File: src/rtl/stream_merge_2_1.sv
// Registered 2:1 stream merger with a channel tag on each word. Round-robin on contention, or fixed channel-0 priority when MERGE_FIXED_PRIO_EN is defined.
// One-cycle latency. in*_ready is combinational from out_ready, with no skid buffer, and refills in the same cycle the output drains.
module stream_merge_2_1 #(
  parameter int WIDTH = 8
) (
  input  logic             clk,
  input  logic             rst,
  input  logic [WIDTH-1:0] in0_data,
  input  logic             in0_valid,
  output logic             in0_ready,
  input  logic [WIDTH-1:0] in1_data,
  input  logic             in1_valid,
  output logic             in1_ready,
  output logic [WIDTH-1:0] out_data,
  output logic             out_valid,
  input  logic             out_ready,
  output logic             out_sel
);

  logic load_en;
  logic any_valid;
  logic grant;

  assign load_en   = !out_valid || out_ready;
  assign any_valid = in0_valid || in1_valid;

`ifdef MERGE_FIXED_PRIO_EN
  assign grant = !in0_valid;
`else
  logic last_grant;

  // On contention serve the channel that did not win last; otherwise the lone requester wins.
  assign grant = (in0_valid && in1_valid) ? !last_grant : !in0_valid;

  always_ff @(posedge clk or posedge rst) begin
    if (rst) begin
      last_grant <= 1'b1;
    end else if (load_en && any_valid) begin
      last_grant <= grant;
    end
  end
`endif

  assign in0_ready = load_en && in0_valid && !grant;
  assign in1_ready = load_en && in1_valid && grant;

  always_ff @(posedge clk or posedge rst) begin
    if (rst) begin
      out_valid <= 1'b0;
      out_data  <= '0;
      out_sel   <= 1'b0;
    end else if (load_en) begin
      if (any_valid) begin
        out_valid <= 1'b1;
        out_data  <= grant ? in1_data : in0_data;
        out_sel   <= grant;
      end else begin
        out_valid <= 1'b0;
      end
    end
  end

endmodule

File: config.mk
export PLATFORM = sky130hd
export DESIGN_NAME = stream_merge_2_1
export DESIGN_NICKNAME = d
export VERILOG_FILES = /design/src/rtl/stream_merge_2_1.sv
export SDC_FILE = /design/constraint.sdc
export NUM_CORES = 1
export LEC_CHECK = 0
export ABC_AREA = 0
export CORE_MARGIN = 5
export CORE_UTILIZATION = 36
export CTS_CLUSTER_DIAMETER = 50
export CTS_CLUSTER_SIZE = 20
export DETAILED_ROUTE_END_ITERATION = 6
export GPL_TIMING_DRIVEN = 0
export PLACE_DENSITY = 0.8
export SLEW_MARGIN = 15
export SYNTH_ARGS = -nofsm -noshare
export SYNTH_HDL_FRONTEND = slang
export SYNTH_SLANG_ARGS = --single-unit
File: constraint.sdc
create_clock -name clk -period 1.7 [get_ports clk]
set_input_delay 0.34 -clock clk [delete_from_list [all_inputs] [get_ports clk]]
set_output_delay 0.34 -clock clk [all_outputs]
set_load 0.01 [all_outputs]
# Word level (Yosys, flattened, before mapping)
# Index checks and enable logic that the tools add are counted.
[op_classes]
reduce_logical = 13
n_mux = 3
[op_table]
columns = ["operator", "count"]
rows = [
  ["$mux W8", 1],
  ["$logic_and A1 B1 Y1", 6],
  ["$logic_not A1 Y1", 4],
  ["$logic_or A1 B1 Y1", 2],
  ["$mux W1", 2],
  ["$reduce_and A2 Y1", 1],
]
[word_totals]
output_inout_bits = 12
ff_bits = 11
wordCells = 20

# Logic depth before layout (Yosys ltp)
[depth]
word_depth = 4
mapped_depth = 5

# Worst setup path before layout
# OpenSTA, ideal clock, no wires.
[synth_timing]
kind = "reg2out"
start = "register last_grant"
end = "output in0_ready"
required_ns = 1.360
path_buffers = 1
path_stages_with_launch = 5
path_slack_ns = 0.238
t_arrival_ns = 1.122
path_cell_list = "dfstp_2 nand2b_1 clkbuf_1 nand3_1 inv_1"
[synth_between]
elab_chain_len = 4
[synth_rtl]
columns = ["element", "line", "text"]
rows = [
  ["start: declaration", "30", "logic last_grant;"],
  ["start signal: assignment", "39", "last_grant <= grant;"],
  ["$logic_not A1 Y1", "33", "assign grant = (in0_valid && in1_valid) ? !last_grant : !in0_valid;"],
  ["$mux W1", "33", ""],
  ["$logic_not A1 Y1", "44", "assign in0_ready = load_en && in0_valid && !grant;"],
  ["$logic_and A1 B1 Y1", "44", ""],
  ["end: declaration", "10", "output logic in0_ready,"],
]
# Every way passes these cells.

# Worst setup path in the final report
[layout_timing]
start = "input out_ready"
end = "output in1_ready"
[layout_between]
elab_chain_len = 3
[layout_rtl]
columns = ["element", "line", "text"]
rows = [
  ["start: declaration", "16", "input logic out_ready,"],
  ["$logic_or A1 B1 Y1", "24", "assign load_en = !out_valid || out_ready;"],
  ["$logic_and A1 B1 Y1 (2 in a row)", "45", "assign in1_ready = load_en && in1_valid && grant;"],
  ["end: declaration", "13", "output logic in1_ready,"],
]
# Every way passes these cells.

==> impl_metrics.tcl <==
set metrics [dict create \
    die-area_mm2 0.00244 \
    synth.largest_area_cell "dfrtp_1" \
    crit_path_start "out_ready" \
    cp-start-kind "primary input" \
    cts_tree "done" \
    critical_path.cell_chain "clkdlybuf4s50_1 > nand2b_4 > and2_4 > a21boi_2 > buf_2" \
    clk_latency_ns 0.27 \
    p_seq_share_pct 40.7 \
    grt_busiest_layer "met2" \
    yosys_warnings 0 \
    fin_tns_setup_ns 0 \
    syn_area_um2 559 \
    vdd_drop_max_uv 556 \
    p_int_uw 568 \
    final_common_cell "clkdlybuf4s50_1" \
    grt_pass1_vias 628 \
    multiInputGateArea_um2 262 \
    drt-total-wl_mm 1.92 \
    num-nets-final 125 \
    use_met1_pct 16.9 \
    p_leak_nw 0.427 \
    antenna_found_initial 0 \
    clockPowerShare_pct 23.0 \
    die_h_um 49.4 \
    most-common-layout-cells "28 x clkdlybuf4s50_1, 10 x dfrtp_1" \
    crit_buf_inv 2 \
    dp_hpwl_mm 1.28 \
    setup_violations 0 \
    areaGrowthSynthToFinish_pct 79.6 \
    end_kind "output pin" \
    grt_pass1_wl_mm 2.81 \
    ys_seq_area_share_pct 49.4 \
    drt_pass1_iterations 4 \
    drc_errors 0 \
    rows 14 \
    root_buffer "clkbuf_4" \
    critPathSlowestCell "clkdlybuf4s50_1" \
    status "finished, final reports clean" \
    required_ns 1.36 \
    diodes 0 \
    vias_per_cell 5.51 \
    finalHoldViolCount 0 \
    cts.sinks 11 \
    wire_per_inst_um 16.1 \
    hold_class "primary input to async pin" \
    seqCellArea_um2 277 \
    clk_pin_slew_worst_paths_ns 0.07 \
    place.gp.congestion 0.805 \
    num_io_pins 33 \
    fin_crit_sh_pct 97.1 \
    p_sw_uw 234 \
    rsz0062_at_grt "no" \
    met2_usage_pct 24.0 \
    fillerInstances 120 \
    drive_gt1_share_pct 24.3 \
    switching_share_pct 29.2 \
    clock_path_buffers 2 \
    synth_top_area_share_pct 44.7 \
    critical-path-max-stage-delay_ns 0.45 \
    fin_area_mm2 0.00100 \
    cap_violations 0 \
    postCtsHoldBufs 0 \
    grt_util_all_layers_pct 15.2 \
    core_mm2 0.00149 \
    slew-limit-headroom_pct 68.3 \
    crit_type "primary input to output pin" \
    use_met3_pct 5.20 \
    htree_levels 1 \
    die_width_um 49.4 \
    cts_buffers 3 \
    ys_ff_latch 11 \
    critPathArrivalTime_ns 1.31 \
    drt-initial-drc-count 26 \
    final_cells 119 \
    skew_ns 0.00111 \
    place_area_um2 900 \
    num_vias 656 \
    path_delay_family "buffers and inverters" \
    port-buffer-count 32 \
    dp.cells 109 \
    synth_cells 61 \
    synth.distinct_cells 15 \
    timing.fmax_mhz 606 \
    synth_fp_nets 82 \
    syn_avg_cell_area_um2 9.17 \
    grt_max_degree 12 \
    cp_max_fo 2 \
    fin_crit_ns 1.65 \
    p_per_area_mw_per_mm2 798 \
    ys_top_cells_by_area "dfrtp_1 45%, a31oi_1 8.9%, nand3_1 8.1%, a21oi_1 7.2%, o21ai_0 7.2%" \
    tightest_slew_ns 0.475 \
    combPwrFrac_pct 36.3 \
    detail-route-antenna-nets 0 \
    gr-total-overflow 0 \
    worstReg2RegStart "last_grant" \
    final_max_slew_viol_count 0 \
    initial_core_util_pct 37.6 \
]
## metrics by stage
step	hold slack, ns	setup slack [ns]	utilization (%)	power (mW)
3_3_place_gp	0.480	-0.681	60.4	0.579
4_1_cts	0.357	0.00206	64.5	0.780
6_report	0.356	0.0491	67.5	0.802
5_1_grt	0.392	0.00363	67.5	0.847
3_5_place_dp	0.492	-0.675	60.4	0.584
2_1_floorplan	0.192	0.238	-	0.435
## power by group through the flow
stage                     clock [mW]  combinational [mW]  sequential (mW)
after floorplan                    0              0.0900            0.345
after global placement             0               0.251            0.328
after global routing           0.204               0.312            0.331
final                          0.184               0.291            0.326
after detailed placement           0               0.255            0.329
after CTS                      0.189               0.266            0.325
## Yosys cell counts
master and instances:
dfrtp_1 10, nand3_1 9, a21oi_1 8, a31oi_1 8, o21ai_0 8, clkbuf_1 3, inv_1 3, nand2b_1 3
buf_6 2, o21a_1 2, a21boi_0 1, and2_4 1, dfstp_2 1, nor2b_1 1, or2_1 1
## final cells by class
cell class | count | share of cell area, %
Timing Repair Buffer | 39 | 36.4
Sequential cell | 11 | 27.5
Multi-Input combinational cell | 42 | 26.0
Buffer | 4 | 4.36
Clock buffer | 4 | 2.62
Tap cell | 16 | 1.99
Inverter | 3 | 1.12
## logic make-up after synthesis
kind of cell	Yosys count	synth area share (%)
AOI/OAI and AO/OA	27	27.3
buffers and inverters	8	8.05
DFF	11	49.4
and+or+nand+nor	15	15.2
## worst reg2reg max path, cell delays in order (launching register included)
cell	delay, ns
dfstp_2	0.54
nand2b_4	0.16
buf_12	0.11
buf_4	0.10
nand3_1	0.08
a31oi_1	0.17
## layer usage
metal / wire length, um / vias to the layer above
li1: - / 305
met1: 716 / 309
met2: 987 / 40
met3: 192 / 2
met4: 19 / 0
met5: 0 / -
## path summary, 6_finish.rpt
check | to | slack (ns) | depth (start not counted)
hold / removal | out_data[4] | 0.36 | 2
min in group clk | out_sel | 0.50 | 1
setup / recovery | in1_ready | 0.05 | 5
max in group asynchronous | last_grant | 1.02 | 2
hold reg to reg | out_sel | 0.50 | 1
setup reg to reg | out_data[5] | 0.46 | 5
## flip-flops by register name (all words and copies together), names as in the netlist
name,count
out_data,8
last_grant,1
out_sel,1
out_valid,1
## repair_timing
action,in CTS,in global routing
setup buffers,2,5
pin swaps,0,2
gates resized for setup,21,5
endpoints found under the setup margin,2,2
(Power assumes the default switching activity.)
